[src/rtl/equal_search_if.sv]
// Handshake and data bundle for the equal_search key-search unit.
// The abort signal exists only when EQUAL_SEARCH_ABORT_EN is defined.
interface equal_search_if #(
    parameter int WIDTH = 4
);
    logic             start;
    logic [WIDTH-1:0] key;
    logic [WIDTH-1:0] mask;
    logic [WIDTH-1:0] seed;
`ifdef EQUAL_SEARCH_ABORT_EN
    logic             abort;
`endif
    logic             busy;
    logic             done;
    logic [WIDTH-1:0] result;
    logic [WIDTH-1:0] steps;

    modport master (
`ifdef EQUAL_SEARCH_ABORT_EN
        output abort,
`endif
        output start, key, mask, seed,
        input  busy, done, result, steps
    );

    modport slave (
`ifdef EQUAL_SEARCH_ABORT_EN
        input  abort,
`endif
        input  start, key, mask, seed,
        output busy, done, result, steps
    );
endinterface

[src/rtl/equal_search.sv]
// Sequential key search: walks a candidate up from a seed until it matches the key under a mask.
// Optional feature: define EQUAL_SEARCH_ABORT_EN to add an abort input that cancels a search.
module equal_search #(
    parameter int WIDTH = 4
) (
    input logic          clk,
    input logic          rst_n,
    equal_search_if.slave bus
);
    localparam logic [1:0] S_IDLE   = 2'd0;
    localparam logic [1:0] S_SEARCH = 2'd1;
    localparam logic [1:0] S_DONE   = 2'd2;

    logic [1:0]       state;
    logic [WIDTH-1:0] key_q;
    logic [WIDTH-1:0] mask_q;
    logic [WIDTH-1:0] cand_q;
    logic [WIDTH-1:0] count_q;
    logic [WIDTH-1:0] result_q;
    logic [WIDTH-1:0] steps_q;
    logic             mismatch;
    logic             abort_req;

    // Same xor/or network as the companion comparator, with masked bits forced equal.
    assign mismatch = |((cand_q ^ key_q) & ~mask_q);

`ifdef EQUAL_SEARCH_ABORT_EN
    assign abort_req = bus.abort;
`else
    assign abort_req = 1'b0;
`endif

    assign bus.busy   = (state == S_SEARCH);
    assign bus.done   = (state == S_DONE);
    assign bus.result = result_q;
    assign bus.steps  = steps_q;

    // NOTE: sequential state uses non-blocking (<=) so every register samples pre-edge values.
    always_ff @(posedge clk) begin
        if (!rst_n) begin
            state    <= S_IDLE;
            key_q    <= '0;
            mask_q   <= '0;
            cand_q   <= '0;
            count_q  <= '0;
            result_q <= '0;
            steps_q  <= '0;
        end else begin
            case (state)
                S_IDLE: begin
                    if (bus.start) begin
                        key_q   <= bus.key;
                        mask_q  <= bus.mask;
                        cand_q  <= bus.seed;
                        count_q <= '0;
                        state   <= S_SEARCH;
                    end
                end
                S_SEARCH: begin
                    // Abort outranks a match in the same cycle, leaving result/steps intact.
                    if (abort_req) begin
                        state <= S_IDLE;
                    end else if (!mismatch) begin
                        result_q <= cand_q;
                        steps_q  <= count_q;
                        state    <= S_DONE;
                    end else begin
                        cand_q  <= cand_q + WIDTH'(1);
                        count_q <= count_q + WIDTH'(1);
                    end
                end
                S_DONE: begin
                    state <= S_IDLE;
                end
                default: begin
                    state <= S_IDLE;
                end
            endcase
        end
    end
endmodule

[src/flat_wrapper.sv]
// flat-port wrapper written by rule: the top's interface ports become plain ports
module equal_search_flat 
#(
    parameter int WIDTH = 4
)
  (clk, rst_n, bus_start, bus_key, bus_mask, bus_seed, bus_busy, bus_done, bus_result, bus_steps);
  equal_search_if #(.WIDTH(WIDTH)) bus_i ();
  input logic clk;
  input logic rst_n;
  input wire logic [$bits(bus_i.start)-1:0] bus_start;
  input wire logic [$bits(bus_i.key)-1:0] bus_key;
  input wire logic [$bits(bus_i.mask)-1:0] bus_mask;
  input wire logic [$bits(bus_i.seed)-1:0] bus_seed;
  output wire logic [$bits(bus_i.busy)-1:0] bus_busy;
  output wire logic [$bits(bus_i.done)-1:0] bus_done;
  output wire logic [$bits(bus_i.result)-1:0] bus_result;
  output wire logic [$bits(bus_i.steps)-1:0] bus_steps;
  assign bus_i.start = bus_start;
  assign bus_i.key = bus_key;
  assign bus_i.mask = bus_mask;
  assign bus_i.seed = bus_seed;
  assign bus_busy = bus_i.busy;
  assign bus_done = bus_i.done;
  assign bus_result = bus_i.result;
  assign bus_steps = bus_i.steps;
  equal_search #(.WIDTH(WIDTH)) u_core (.clk(clk), .rst_n(rst_n), .bus(bus_i));
endmodule
[config.mk]
export PLATFORM = sky130hd
export DESIGN_NAME = equal_search_flat
export DESIGN_NICKNAME = d
export VERILOG_FILES = /design/src/rtl/equal_search_if.sv /design/src/rtl/equal_search.sv /design/src/flat_wrapper.sv
export SDC_FILE = /design/constraint.sdc
export NUM_CORES = 1
export LEC_CHECK = 0
export ABC_CLOCK_PERIOD_IN_PS = 2400
export CAP_MARGIN = 20
export CORE_MARGIN = 10
export CORE_UTILIZATION = 25
export DETAILED_ROUTE_END_ITERATION = 10
export PLACE_DENSITY = 0.48
export SLEW_MARGIN = 30
export SYNTH_ARGS = -nofsm -noshare
export SYNTH_HDL_FRONTEND = slang
export SYNTH_SLANG_ARGS = --single-unit
[constraint.sdc]
create_clock -name clk -period 2.4 [get_ports clk]
set_input_delay 0.36 -clock clk [delete_from_list [all_inputs] [get_ports clk]]
set_output_delay 0.36 -clock clk [all_outputs]
set_load 0.01 [all_outputs]
==> out/summary.txt, run 1 <==
Worst EP arrival = 1.67 ns
Largest family of logic cells by synthesized area = simple AND/OR/NAND/NOR gates
Warning count from the yosys run = 0
Cell variety after synth = 34
DP Worst Slack = 0.523 ns
H-tree depth = 1
Root Buffer = clkbuf_8
CTS Buffer Depth = 2
CTS clock-pin slew for the worst setup and hold paths = 0.09 ns
Crit path max-delay family = buffers and inverters
Fill cells = 466
DP HPWL = 2050 um
Bufs and invs on worst path = 2
PortBufs = 24
Worst Clk Skew = 0.00664 ns
Yosys reg bits = 26
Sequential fraction of the synthesis area = 45.6%
Yosys top cell by area = dfxtp_1
Sink Count = 26
Total number of vias = 944
Asr flop ratio synth = 0%
Largest net degree at the start of global routing = 24
WL/cell = 13.7 um
Layout cell share with drive strength beyond 1 = 7.48%
CTS tree = built
Worst Path Required = 2.04 ns
Initial antenna violation count = 0
CTS Buf Count = 3
Number of max-cap violations = 0
Cell Pwr Density = 690 mW/mm2
Minimum clock period = 2.03 ns
Hold Crit Class = flip-flop to flip-flop
VDD IR max = 0.214 mV
Worst slew pin tran = 0.660 ns
Area fraction in compound gates after synthesis = 17.1%
Post-cts hold buffer count = 0
Critical Path Fanout Max = 6
Initial Util = 26.0%
Rows = 24
Yosys top cell area share = 45.6%
Mapped cell area = 0.00114 mm2
GPL Wtd Cong = 0.786
Worst Slack Setup Final = 0.371 ns
Nets = 165
Slowest cell on crit path = clkdlybuf4s50_1
PostCTS Resize Cnt = 0
Vias in the first global route = 985
Post-synth EDFFs = 0
Final setup TNS = 0 ns
Rel. slew slack = 55.9%
Final worst-path cycle share = 84.5%
Syn Area/Cell = 9.13 um2
Post-synthesis mux area share = 7.02%
Fmax = 493 MHz
Full die area = 0.00767 mm2
DR pass1 iterations = 4
XOR/XNOR Fraction of Synth Area = 3.07%
Die height = 87.6 um
Core area = 0.00438 mm2
Syn nets = 142
Post-Route WL = 2730 um
First-pass GRT wire length = 4690 um
Leak pwr = 0.510 nW
Vias/cell = 4.74
GRT Total Usage = 7.55%
Hold Fails Final Rpt = 0
Slew Limit Fails = 0
Critical setup path kind = flip-flop to output pin
Status = finished, final reports clean
Worst path max stage delay = 0.58 ns
Post-Syn Instances = 125
Top post-synthesis cells by area = dfxtp_1 46%, mux2i_1 7.0%, nand2_1 6.3%
Number of antenna diodes = 0
DRC Markers = 0
# IOs = 25
Area grow syn2layout = 28.1%
Synth Area in Adders = 2.19%
Unrepaired setup endpoints after global routing = false
Die X-Extent = 87.6 um
Top FF cell, synth = dfxtp_1
Clk_lat worst skew = 0.27 ns
Simple-gate share of the synthesized area = 20.5%
Layout Utilization = 33.3%
Startpoint types = flip-flop
CP endpoint kind = output pin
Remaining global-route overflow = 0
Worst-path cell chain = nand2b_1 -> inv_1 -> clkdlybuf4s50_1
Post-CTS Setup Repair Bufs = 0
1st-iter DRT viols = 51
Final count of negative-setup-slack endpoints = 0
Detail Route Antenna Nets = 0
[worst reg2reg max path, cell delays in order (launching register included)]
cell	delay [ns]
dfxtp_1	0.48
xnor2_1	0.17
o22ai_2	0.15
o21ai_2	0.43
o22ai_1	0.16
a221oi_1	0.29
[power breakdown]
| group | internal, mW | switching [mW] | total (mW) |
|---|---|---|---|
| Sequential | 0.462 | 0.0328 | 0.495 |
| Combinational | 0.105 | 0.128 | 0.233 |
| Clock | 0.147 | 0.135 | 0.282 |
[cell usage in the layout, fill, tap and decap left out, types with 2 or more instances in the layout]
cell             instances
ha_1                     2
nand4_1                  3
xnor2_1                  4
o22ai_2                  2
clkdlybuf4s50_1         24
and2_1                   2
nor2_1                  11
o21ai_0                  2
o211ai_1                 2
nand3_1                  3
inv_1                    3
mux2i_1                  8
nand2_1                 19
a21oi_1                 14
a221oi_1                 2
dfxtp_1                 26
clkbuf_8                 4
[final cells by class]
| class | count | area, um2 | area share, % |
|---|---|---|---|
| clock buffer | 4 | 55.1 | 3.77 |
| inverter | 3 | 11.3 | 0.771 |
| multi-input combinational | 90 | 569 | 39.0 |
| sequential | 26 | 520 | 35.6 |
| tap | 52 | 65.1 | 4.45 |
| timing repair buffer | 24 | 240 | 16.4 |
[Yosys cell counts (all sizes together), types with 2 or more instances]
| library cell | number |
|---|---|
| inv | 3 |
| clkbuf | 5 |
| o21ai | 3 |
| mux2i | 8 |
| nand3 | 4 |
| a21oi | 14 |
| o211ai | 2 |
| nand4 | 3 |
| ha | 2 |
| dfxtp | 26 |
| o22ai | 3 |
| nor3 | 2 |
| nor2 | 11 |
| a221oi | 2 |
| xnor2 | 4 |
| nand2 | 19 |
| and2 | 2 |
[final timing paths]
check                                       from                to  slack (ns)  depth (start not counted)
worst max-delay path             u_core.state[1]          bus_busy        0.37                          3
worst min-delay path             u_core.key_q[3]   u_core.key_q[3]        0.48                          2
worst max register to register  u_core.cand_q[0]  u_core.cand_q[2]        0.63                          5
worst min register to register   u_core.key_q[3]   u_core.key_q[3]        0.48                          2
[state kept, by name, indices dropped and copies added, names as in the netlist]
signal / count
u_core.mask_q: 4
u_core.cand_q: 4
u_core.count_q: 4
u_core.state: 2
u_core.bus.result: 4
u_core.bus.steps: 4
u_core.key_q: 4
[through the flow]
| step | instances | instance area, um2 | power [mW] | hold slack (ns) |
|---|---|---|---|---|
| after floorplan | 125 | 1140 | 0.670 | 0.445 |
| after global placement | 195 | 1410 | 0.740 | 0.455 |
| after detailed placement | 195 | 1410 | 0.740 | 0.462 |
| after CTS | 199 | 1460 | 1.02 | 0.476 |
| after global routing | 199 | 1460 | 1.08 | 0.500 |
| final | 199 | 1460 | 1.01 | 0.476 |
[kinds of logic (layout without fill, tap and decap cells)]
kind of cell / count (synthesis) / count (layout)
flops: 26 / 26
buf+inv: 9 / 31
mux: 8 / 8
fa+ha+maj: 2 / 2
simple gates: 47 / 47
xor+xnor: 4 / 4
compound gates: 29 / 29
[routing by layer]
metal  global-route usage [%]  vias up  wire [um]
li1                         -      483          -
met1                     8.79      447       1280
met2                     12.4       12       1290
met3                     2.04        2        122
met4                     3.91        0         41
met5                        0        -          0
No activity file was read; power rests on OpenSTA's default activity.
==> run 2: changes to the inputs <==
--- a/config.mk
+++ b/config.mk
@@ -5,12 +5,12 @@
 export SDC_FILE = /design/constraint.sdc
 export NUM_CORES = 1
 export LEC_CHECK = 0
-export ABC_CLOCK_PERIOD_IN_PS = 2400
+export ABC_CLOCK_PERIOD_IN_PS = 1800
 export CAP_MARGIN = 20
 export CORE_MARGIN = 10
 export CORE_UTILIZATION = 25
 export DETAILED_ROUTE_END_ITERATION = 10
-export PLACE_DENSITY = 0.48
+export PLACE_DENSITY = 0.5
 export SLEW_MARGIN = 30
 export SYNTH_ARGS = -nofsm -noshare
 export SYNTH_HDL_FRONTEND = slang
==> constraint.sdc (replaced) <==
create_clock -name clk -period 1.8 [get_ports clk]
set_input_delay 0.27 -clock clk [delete_from_list [all_inputs] [get_ports clk]]
set_output_delay 0.27 -clock clk [all_outputs]
set_load 0.01 [all_outputs]
==> run 2 against run 1 <==
  * Utilization rose by 1.5 points
  * Global-route usage rose by 0.051 points
  * Worst setup slack got worse by 0.23 ns
  * Register-to-register slack got worse by 0.49 ns
  * First-iteration DRC count rose by 45%
  * Hold slack improved by 0.00076 ns
  * Power rose by 32%
  * Critical path depth rose by 2
  * Clock power rose by 12%
  * Non-clock buffer count rose by 8
  * Sequential share of layout area fell by 1.5 points
  * Critical path type is now flip-flop to flip-flop
==> out/summary.txt, run 2 (same netlist as run 1, synthesis figures left out) <==
Status = finished, final reports clean
Total number of vias = 964 (+2.1%)
Root Buffer = clkbuf_8
Tot Pwr = 1.33 mW (+32%)
DRC Markers = 0 (unchanged)
Final Non-Filler Cells = 206 (+3.5%)
Largest net degree at the start of global routing = 17 (-29%)
CTS Buf Count = 3 (unchanged)
Initial Util = 26.0% (unchanged)
CTS Buffer Depth = 2 (unchanged)
Most frequent cells in the layout = 26 x dfxtp_1, 24 x clkdlybuf4s50_1, 19 x nand2_1
Reg2reg end = u_core.cand_q[2]
Sw frac = 29.8% (+0.47 points)
Number of antenna diodes = 0 (unchanged)
Full die area = 0.00767 mm2 (unchanged)
PortBufs = 24 (unchanged)
# IOs = 25 (unchanged)
Met3 Routed Length = 149 um (+22%)
Die height = 87.6 um (unchanged)
Hold Crit Class = flip-flop to flip-flop
Critical setup path kind = flip-flop to flip-flop
Vias in the first global route = 953 (-3.2%)
Rows = 24 (unchanged)
Worst Path Required = 1.96 ns (-0.08 ns)
Vias/cell = 4.68 (-1.4%)
Clock power frac = 23.8% (-4.1 points)
Most common cell after layout, fill and taps aside = dfxtp_1
DP Worst Slack = 0.0426 ns (-0.480 ns)
Combinational share of power = 26.9% (+3.8 points)
Cell Pwr Density = 871 mW/mm2 (+26%)
Placed cells = 203 (+4.1%)
Int Pwr = 934 uW (+31%)
Hold Fails Final Rpt = 0 (unchanged)
M1 WL = 1500 um (+17%)
Layout cell share with drive strength beyond 1 = 11.7% (+4.2 points)
First-pass GRT wire length = 4810 um (+2.5%)
Final Cell Area = 0.00153 mm2 (+4.5%)
Area grow syn2layout = 33.9%
Reg2reg start = u_core.cand_q[1]
Seq pwr share = 49.3% (+0.3 points)
Register area = 520 um2 (unchanged)
Clk_lat worst skew = 0.26 ns (about the same)
Fill cells = 467 (+0.21%)
Slew Limit Fails = 0 (unchanged)
Final setup TNS = 0 ns (unchanged)
Unrepaired setup endpoints after global routing = false
DP HPWL = 2220 um (+8.1%)
Worst setup startpoint = u_core.cand_q[1]
Worst Slack Setup Final = 0.137 ns (-0.234 ns)
Sink Count = 26 (unchanged)
Critical Path Fanout Max = 11 (+5)
Layout Utilization = 34.8% (+1.5 points)
Post-Route WL = 2920 um (+7.0%)
VDD IR max = 0.296 mV (+38%)
Final worst-path cycle share = 92.4%
Max Used Layer = met4
Rel. slew slack = 74.6% (+19 points)
R2R depth = 5 (unchanged)
Switching Power = 397 uW (+34%)
Fmax = 601 MHz
Minimum clock period = 1.66 ns
CTS clock-pin slew for the worst setup and hold paths = 0.08 ns (about the same)
Dpl cell area = 0.00148 mm2 (+5.2%)
WL/cell = 14.2 um (+3.4%)
Worst slew pin tran = 0.381 ns (-0.279 ns)
Worst Clk Skew = 0.00224 ns (-0.00440 ns)
Multi-input combinational cell area = 577 um2 (+1.3%)
Routed wl met2 = 1260 um (-1.9%)
Remaining global-route overflow = 0 (unchanged)
Startpoint types = flip-flop
Leak pwr = 0.548 nW (+7.4%)
Final count of negative-setup-slack endpoints = 0 (unchanged)
Worst EP arrival = 1.83 ns (+0.16 ns)
1st-iter DRT viols = 74 (+45%)
CP endpoint kind = flip-flop
H-tree depth = 1 (unchanged)
Minimum hold slack = 0.477 ns (+0.000760 ns)
Number of max-cap violations = 0 (unchanged)
Detail Route Antenna Nets = 0 (unchanged)
GPL Wtd Cong = 0.769 (-2.1%)
CTS tree = built
Setup crit end = u_core.cand_q[2]
DR pass1 iterations = 4 (unchanged)
GRT Total Usage = 7.60% (+0.051 points)
Nets = 173 (+4.8%)
Core area = 0.00438 mm2 (unchanged)
R2R Setup Slk = 0.14 ns (-0.49 ns)
Die X-Extent = 87.6 um (unchanged)
Initial antenna violation count = 0 (unchanged)
[run 2: cell types whose count changed in the layout (fill, tap and decap cells not counted)]
cell / change
buf_4: +7
clkbuf_8: -1
buf_12: +1
o21ai_2: -1
o21ai_4: +1
[run 2: layer usage]
metal	up-vias	track usage, %
li1	500	-
met1	445	10.5
met2	17	11.2
met3	2	2.32
met4	0	1.74
met5	-	0
[run 2: power by group through the flow]
| stage | logic [mW] | clock network (mW) | registers, mW |
|---|---|---|---|
| finish | 0.358 | 0.316 | 0.656 |
| CTS | 0.352 | 0.334 | 0.656 |
| global route | 0.392 | 0.353 | 0.664 |
| global placement | 0.347 | 0 | 0.668 |
| floorplan | 0.231 | 0 | 0.662 |
| detailed placement | 0.350 | 0 | 0.670 |
[run 2: repair_timing]
action                     CTS  global route
setup buffers                0             0
resized for setup            0             1
hold buffers                 0             0
setup endpoints to repair    0             2
[run 2: worst min-delay path by stage]
stage | start | to | slack, ns | cells past startpoint
6_report | u_core.mask_q[0] | u_core.mask_q[0] | 0.48 | 2
3_5_place_dp | u_core.mask_q[3] | u_core.mask_q[3] | 0.47 | 2
2_1_floorplan | bus_key[2] | u_core.key_q[2] | 0.40 | 2
3_3_place_gp | u_core.key_q[2] | u_core.key_q[2] | 0.47 | 2
4_1_cts | u_core.mask_q[0] | u_core.mask_q[0] | 0.48 | 2
5_1_grt | u_core.key_q[0] | u_core.key_q[0] | 0.51 | 2
[run 2: area by class of cell]
| type | instances | area share [%] |
|---|---|---|
| Clock buffer | 3 | 2.70 |
| Inverter | 3 | 0.737 |
| Multi-Input combinational cell | 90 | 37.8 |
| Sequential cell | 26 | 34.1 |
| Tap cell | 52 | 4.26 |
| Timing Repair Buffer | 32 | 20.5 |
[run 2: worst max-delay path: stages (launching register included)]
cell and delay, ns:
dfxtp_1 0.45, xnor2_1 0.16, o22ai_2 0.16, o21ai_4 0.33
o22ai_1 0.14, a221oi_1 0.32
